## src/rtl/mem_arbiter.sv

```systemverilog
// -----------------------------------------------------------------------------
// mem_arbiter
//
// Two-port arbiter in front of a single-ported synchronous memory. Port A is
// the CPU data port, port B the loader/DMA port. Each accepted access either
// strobes the memory for WAIT_CYCLES cycles (aligned) or is completed at once
// with an error (misaligned). Ties are broken round-robin on the last grant.
//
// Handshake (both ports): the requester raises *_req together with *_we,
// *_addr and *_wdata and keeps all four stable until it sees *_ack high on a
// rising edge. *_ack is a one-cycle pulse; *_rdata and *_err are only
// meaningful while *_ack is high. The arbiter samples requests only in IDLE,
// and the IDLE cycle after a completion is a fresh sampling point, so a req
// that is still high there is taken as a new back-to-back request.
//
// Ports:
//   clk, rst                 clock, asynchronous active-high reset
//   a_req/a_we/a_addr/a_wdata  port A request and fields (inputs)
//   a_ack/a_rdata/a_err        port A completion (registered outputs)
//   b_*                        same for port B
//   mem_address/mem_write_data memory address / write data (registered)
//   mem_read/mem_write         memory strobes (registered, mutually exclusive)
//   mem_read_data              memory read data, combinational from memory
//   dbg_state                  current FSM state (IDLE=0, GRANT=1, DONE=2)
// -----------------------------------------------------------------------------
module mem_arbiter #(
   parameter int WAIT_CYCLES = 1
) (
   input  logic        clk,
   input  logic        rst,

   input  logic        a_req,
   input  logic        a_we,
   input  logic [17:0] a_addr,
   input  logic [31:0] a_wdata,
   output logic        a_ack,
   output logic [31:0] a_rdata,
   output logic        a_err,

   input  logic        b_req,
   input  logic        b_we,
   input  logic [17:0] b_addr,
   input  logic [31:0] b_wdata,
   output logic        b_ack,
   output logic [31:0] b_rdata,
   output logic        b_err,

   output logic [17:0] mem_address,
   output logic [31:0] mem_write_data,
   output logic        mem_read,
   output logic        mem_write,
   input  logic [31:0] mem_read_data,

   output logic [1:0]  dbg_state
);

   typedef enum logic [1:0] {
      IDLE  = 2'd0,
      GRANT = 2'd1,
      DONE  = 2'd2
   } state_t;

   // The counter is loaded with WAIT_CYCLES-1 on entry to GRANT; the GRANT
   // cycle in which it reads zero is the last strobe cycle.
   localparam logic [3:0] WAIT_LOAD = 4'(WAIT_CYCLES - 1);

   state_t      state, state_nxt;
   logic [3:0]  wait_cnt, wait_cnt_nxt;
   logic        last_grant, last_grant_nxt;   // 0 = A, 1 = B
   logic        winner, winner_nxt;           // port of the access in flight
   logic        lat_we, lat_we_nxt;

   logic [17:0] mem_address_nxt;
   logic [31:0] mem_write_data_nxt;
   logic        mem_read_nxt, mem_write_nxt;
   logic        a_ack_nxt, b_ack_nxt;
   logic        a_err_nxt, b_err_nxt;
   logic [31:0] a_rdata_nxt, b_rdata_nxt;

   logic        pick_b;
   logic        pick_we;
   logic [17:0] pick_addr;
   logic [31:0] pick_wdata;

   assign dbg_state = state;

   // --------------------------------------------------------------------------
   // State and output registers
   // --------------------------------------------------------------------------
   always_ff @(posedge clk or posedge rst) begin
      if (rst) begin
         state          <= IDLE;
         wait_cnt       <= 4'd0;
         last_grant     <= 1'b1;   // B, so A wins the first tie
         winner         <= 1'b0;
         lat_we         <= 1'b0;
         mem_address    <= 18'd0;
         mem_write_data <= 32'd0;
         mem_read       <= 1'b0;
         mem_write      <= 1'b0;
         a_ack          <= 1'b0;
         b_ack          <= 1'b0;
         a_err          <= 1'b0;
         b_err          <= 1'b0;
         a_rdata        <= 32'd0;
         b_rdata        <= 32'd0;
      end else begin
         state          <= state_nxt;
         wait_cnt       <= wait_cnt_nxt;
         last_grant     <= last_grant_nxt;
         winner         <= winner_nxt;
         lat_we         <= lat_we_nxt;
         mem_address    <= mem_address_nxt;
         mem_write_data <= mem_write_data_nxt;
         mem_read       <= mem_read_nxt;
         mem_write      <= mem_write_nxt;
         a_ack          <= a_ack_nxt;
         b_ack          <= b_ack_nxt;
         a_err          <= a_err_nxt;
         b_err          <= b_err_nxt;
         a_rdata        <= a_rdata_nxt;
         b_rdata        <= b_rdata_nxt;
      end
   end

   // --------------------------------------------------------------------------
   // Arbitration: single requester wins outright; on a tie the port that was
   // not granted last wins.
   // --------------------------------------------------------------------------
   always_comb begin
      pick_b     = b_req & (~a_req | ~last_grant);
      pick_we    = pick_b ? b_we    : a_we;
      pick_addr  = pick_b ? b_addr  : a_addr;
      pick_wdata = pick_b ? b_wdata : a_wdata;
   end

   // --------------------------------------------------------------------------
   // Next-state and next-output logic. Every output register is computed here
   // one cycle ahead, so what leaves the block is always a flop.
   // --------------------------------------------------------------------------
   always_comb begin
      state_nxt          = state;
      wait_cnt_nxt       = wait_cnt;
      last_grant_nxt     = last_grant;
      winner_nxt         = winner;
      lat_we_nxt         = lat_we;
      mem_address_nxt    = mem_address;
      mem_write_data_nxt = mem_write_data;
      mem_read_nxt       = 1'b0;
      mem_write_nxt      = 1'b0;
      a_ack_nxt          = 1'b0;
      b_ack_nxt          = 1'b0;
      a_err_nxt          = 1'b0;
      b_err_nxt          = 1'b0;
      a_rdata_nxt        = a_rdata;
      b_rdata_nxt        = b_rdata;

      case (state)
         IDLE: begin
            if (a_req || b_req) begin
               winner_nxt     = pick_b;
               last_grant_nxt = pick_b;
               lat_we_nxt     = pick_we;
               if (pick_addr[1:0] != 2'b00) begin
                  // Misaligned: skip the memory entirely, complete with error.
                  state_nxt = DONE;
                  if (pick_b) begin
                     b_ack_nxt   = 1'b1;
                     b_err_nxt   = 1'b1;
                     b_rdata_nxt = 32'd0;
                  end else begin
                     a_ack_nxt   = 1'b1;
                     a_err_nxt   = 1'b1;
                     a_rdata_nxt = 32'd0;
                  end
               end else begin
                  state_nxt          = GRANT;
                  wait_cnt_nxt       = WAIT_LOAD;
                  mem_address_nxt    = pick_addr;
                  mem_write_data_nxt = pick_wdata;
                  mem_read_nxt       = ~pick_we;
                  mem_write_nxt      = pick_we;
               end
            end
         end

         GRANT: begin
            if (wait_cnt == 4'd0) begin
               // Last strobe cycle: memory data is valid for the registered
               // address now, so capture it into the winner's read register.
               state_nxt = DONE;
               if (winner) begin
                  b_ack_nxt = 1'b1;
                  if (!lat_we) b_rdata_nxt = mem_read_data;
               end else begin
                  a_ack_nxt = 1'b1;
                  if (!lat_we) a_rdata_nxt = mem_read_data;
               end
            end else begin
               wait_cnt_nxt  = wait_cnt - 4'd1;
               mem_read_nxt  = ~lat_we;
               mem_write_nxt = lat_we;
            end
         end

         DONE: begin
            state_nxt = IDLE;
         end

         default: begin
            state_nxt = IDLE;
         end
      endcase
   end

endmodule

```

## config.mk

```make
export PLATFORM = sky130hd
export DESIGN_NAME = mem_arbiter
export DESIGN_NICKNAME = d
export VERILOG_FILES = /design/src/rtl/mem_arbiter.sv
export SDC_FILE = /design/constraint.sdc
export NUM_CORES = 1
export LEC_CHECK = 0
export CAP_MARGIN = 20
export CORE_MARGIN = 5
export CORE_UTILIZATION = 35
export CTS_CLUSTER_DIAMETER = 120
export DETAILED_ROUTE_END_ITERATION = 12
export GPL_ROUTABILITY_DRIVEN = 0
export PLACE_DENSITY_LB_ADDON = 0.05
export REMOVE_ABC_BUFFERS = 1
export SYNTH_ARGS = -nofsm -noshare
export SYNTH_HDL_FRONTEND = slang
export SYNTH_SLANG_ARGS = --single-unit
export TNS_END_PERCENT = 10
```

## constraint.sdc

```tcl
create_clock -name clk -period 11.15 [get_ports clk]
set_input_delay 2.23 -clock clk [delete_from_list [all_inputs] [get_ports clk]]
set_output_delay 2.23 -clock clk [all_outputs]
set_load 0.02 [all_outputs]
```

### After elaboration in Yosys (flattened, before gate mapping)

Cells that the tools add are included.

* bits in registers: 129

* bitwise logic cells: 7
* add/subtract/negate cells: 1
* eq/ne operators: 11
* reduce and logical (&&, ||, !) cells: 11
* multiplexer cells: 46

Operators by type and width (number)
* two-way mux 32 bit: 12
* case mux 32 bit (2 select lines): 2
* inequality test 2 bit, second input constant: 10
* two-way mux 1 bit: 19
* two-way mux 18 bit: 1
* AND reduction 7 bit: 2
* two-way mux 4 bit: 3
* case mux 1 bit (2 select lines): 4
* case mux 4 bit (2 select lines): 1
* two-way mux 2 bit: 3
* NOT 1 bit: 5
* zero test 4 bit: 1
* case mux 2 bit (2 select lines): 1
* AND reduction 2 bit: 2
* AND reduction 4 bit: 1
* nonzero test 2 bit: 2
* subtractor 4 x 1 -> 4 bit, second input constant: 1
* AND reduction 3 bit: 1
* == test 2 x 1 -> 1 bit, second input constant: 1
* zero test 2 bit: 1
* AND 1 bit: 1
* logical OR 1 bit: 1
* bitwise OR 1 bit: 1

### Logic depth before layout (Yosys ltp)

* word-level depth: 8
* mapped depth: 7
* depth with buffers taken out: 6

### Worst setup path before layout

Ideal clock, no wire load.

* path kind: input-to-reg
* start: input port b_req
* end: register a_rdata[0]
* data arrival time: 3401 ps
* slack: 7628 ps
* stages on the path: 6
* path buffers: 2
* setup time: 121 ps
* cell sequence: a21bo_1 buf_4 mux2i_2 o221ai_2 buf_6 a22o_1

* word-level cells in the longest chain between the ends: 5
* elaborated cells on any way between the ends: 8
* those cells by class: eq/ne: 3; mux: 1; bitwise: 1; reduce/logical: 3

RTL lines
* from (decl): RTL line 40 `input logic b_req,`
* AND 1 bit: RTL line 131 `pick_b = b_req & (~a_req | ~last_grant);`
* two-way mux 18 bit: RTL line 133 `pick_addr = pick_b ? b_addr : a_addr;`
* nonzero test 2 bit: RTL line 164 `if (pick_addr[1:0] != 2'b00) begin`
* inequality test 2 bit (no source line)
* AND reduction 7 bit (no source line) *
* to (signal assigned): RTL line 121 `a_rdata <= a_rdata_nxt;`
* to (decl): RTL line 37 `output logic [31:0] a_rdata,`

Every way passes the cells marked *; elsewhere a longest branch is shown, timed or not.
A chain may end at the register's enable or synchronous reset.

### Final worst setup path

* start: input port a_req
* end: register mem_write_data[29]

* word-level cells in the longest chain between the ends: 7
* elaborated cells on any way between the ends: 9
* those cells by class: mux: 2; bitwise: 4; reduce/logical: 3

RTL lines
* from (decl): RTL line 32 `input logic a_req,`
* NOT 1 bit: RTL line 131
* bitwise OR 1 bit: RTL line 131
* AND 1 bit: RTL line 131
* two-way mux 18 bit: RTL line 133
* nonzero test 2 bit: RTL line 164
* NOT 1 bit (no source line)
* AND reduction 3 bit (no source line)
* to (signal assigned): RTL line 114 `mem_write_data <= mem_write_data_nxt;`
* to (decl): RTL line 49 `output logic [31:0] mem_write_data,`

Parallel ways exist; a longest one is shown, timed or not.

==> results.md <==
- Seq/Total Area, Yosys: 0.587
- Synthesized area per cell: approximately 12 um2
- Post-CTS Resized: 0
- Netlist cell types: 44
- Final min period: about 5000 ps
- Root buffer cell: clkbuf_16
- Cells after Synth: about 440
- NumNets Final: 830
- CP Cell Sequence: clkdlybuf4s50_1 -> a21bo_4 -> buf_4 -> mux2i_4 -> buf_4 -> nand2b_1 -> buf_4 -> o21ai_0
- CP most frequent cell: buf_4
- Slew @ Worst Pin: around 870 ps
- Worst Clk Skew: 4.97 ps
- Synth-to-Final Area Change: 59.3%
- Post-synth top area share: 0.582
- DRC errors left: 0
- Slowest cell delay on critical path: between 600 and 700 ps
- Post-route insts no fill: approximately 910
- Met2 routed WL: slightly below 8 mm
- CP max stage cell: buf_4
- Synth area leaders: dfrtp_1 (58%), a22o_1 (10%), mux2i_1 (8.9%), o21ai_0 (7.3%), buf_6 (2.3%)
- Routed wire per std cell: 18.3 um
- DRT antenna net count: 0
- Min Hold Slack: 490 ps
- Fraction of layout cells with a size suffix above 1: 0.0754
- Worst setup SP type: primary input
- CTS Buf Count: 17
- Vias in the first global route: roughly 4800
- Leakage power: roughly 0.0038 uW
- Buffers on Ports: about 260
- Count leader, synth: dfrtp_1
- Top Metal Used: met4
- DR vias/cell: 5.06
- # setup viols final: 0
- Status: complete, no violations
- Global-route wire length before repair: between 20 and 30 mm
- Final instance area: 8760 um2
- Total congestion overflow: 0
- DP HPWL: between 10 and 15 mm
- Slew margin rel.: 0.417
- Min-Delay Path Class: flop to flop
- WL met1: approximately 7 mm
- Cell Count Post-Placement: between 800 and 900
- Ports: 260
- Crit Path Class: primary input to flop
- Worst skew pair latency: about 400 ps
- RSZ-0062 raised after global routing: no
- Critical path data arrival time: about 5200 ps
- Worst path buffer plus inverter count: 4
- Fill cells: roughly 1300
- TNS Setup: 0 ps
- Die span in x: 135 um
- H-Tree Depth: 4
- Clk sinks: about 130
- Cts hold-fix bufs: 0
- Initial core utilization: 0.359
- CP max FO: 55
- Core area: between 15000 and 20000 um2
- Placed cell area: 8190 um2
- Rows: 45
- Clk buf depth: 2
- Via count: 4621
- Async set or reset register ratio after synthesis: 1.00
- Die span in y: 135 um
- Clock transition at the registers of the reported paths: ~50 ps
- FMAX: between 200 and 250 MHz
- Mapped Area: between 5000 and 6000 um2
- Post-CTS Setup Repair Bufs: 0
- CP required: 11420 ps
- Drt first pass iters: 4
- Crit-path leading delay family: buffers and inverters
- Most used flip-flop cell after synthesis: dfrtp_1
- Max-cap viol count: 0
- Synth warn: 0
- Die Footprint: approximately 18000 um2
- EDFF count, synth: 0
- Initial drt markers: 272
- Slew Viols, Final: 0
- Largest area contributor in the netlist: dfrtp_1
- Critical Path Sink Type: flop
- N_diodes: 0
- Met3 wire length: roughly 1.8 mm
- Synth cell count leaders: dfrtp_1 (128), o21ai_0 (80), a22o_1 (65), mux2i_1 (49), o21ai_1 (21)
- Post-layout power: between 2000 and 2500 uW
- Initial antenna violation count: 0
- Peak supply drop: 121 uV
- Yosys reg bits: 129
- Pwr/cell area: about 270 nW/um2
- Fin. Hold Viols: 0
- Final WL: about 17 mm
- Pin count of the biggest net entering global routing: between 60 and 70
- Crit share post-route: 0.444
- CTS tree: done
- Total track usage: 0.181
final timing paths:
kind                                      from            endpoint  slack (ps)  depth (start not counted)
worst max-delay path                     a_req  mem_write_data[29]        6200                          8
worst max register to register      last_grant  mem_write_data[29]        8140                          7
max in group asynchronous                  rst           mem_write        7470                          3
min in group asynchronous                  rst      mem_address[6]        2330                          2
worst min register to register  mem_address[1]      mem_address[1]         490                          1
worst min-delay path            mem_address[1]      mem_address[1]         490                          1
metal layers:
layer  vias up  GRT usage
met2       222      0.284
met3        15     0.0728
li1       2146          -
met1      2238      0.229
met4         0     0.0588
met5         -          0
cells by family after synthesis:
kind of cell	after synthesis	synth area share
AO/OA/AOI/OAI	187	0.228
adder cells (fa/ha/maj)	2	0.00455
buffers and inverters	40	0.0476
flip-flops	129	0.587
multiplexers	53	0.101
AND/OR/NAND/NOR	30	0.0316
power by group:
part           switching [uW]  internal, uW  total, uW
clock network             193           339        532
registers                 118           658        776
logic                     569           507       1080
layout by cell type (no fill, tap or decap), types with 5 or more instances in the layout:
cell and count:
dfrtp_1 128, o21ai_1 21, clkbuf_16 17, a22o_1 65, nor2_1 9, nand2_1 5
a21oi_1 6, mux2i_1 49, clkdlybuf4s50_1 259, buf_4 8, o21ai_0 79
per-stage QoR:
step,util,worst slack (ps)
after global routing,0.572,5890
after floorplan,-,5140
after detailed placement,0.534,5700
final,0.572,6200
after CTS,0.572,6120
after global placement,0.534,5820
registers in the layout, summed over array words and instances, names as in the netlist:
signal and count:
a_rdata 32, b_rdata 32, mem_write_data 32, mem_address 18
wait_cnt 4, dbg_state 2, a_ack 1, a_err 1
b_ack 1, b_err 1, last_grant 1, lat_we 1
mem_read 1, mem_write 1, winner 1
area by class of cell:
class,count,area (um2),area share
clock buffer,22,464,0.0530
clock inverter,10,110,0.0126
inverter,3,13.8,0.00157
multi-input combinational,272,2030,0.231
sequential,129,3230,0.369
tap,211,264,0.0301
timing repair buffer,267,2650,0.303
Note: power is estimated with default switching activity, not from simulation.
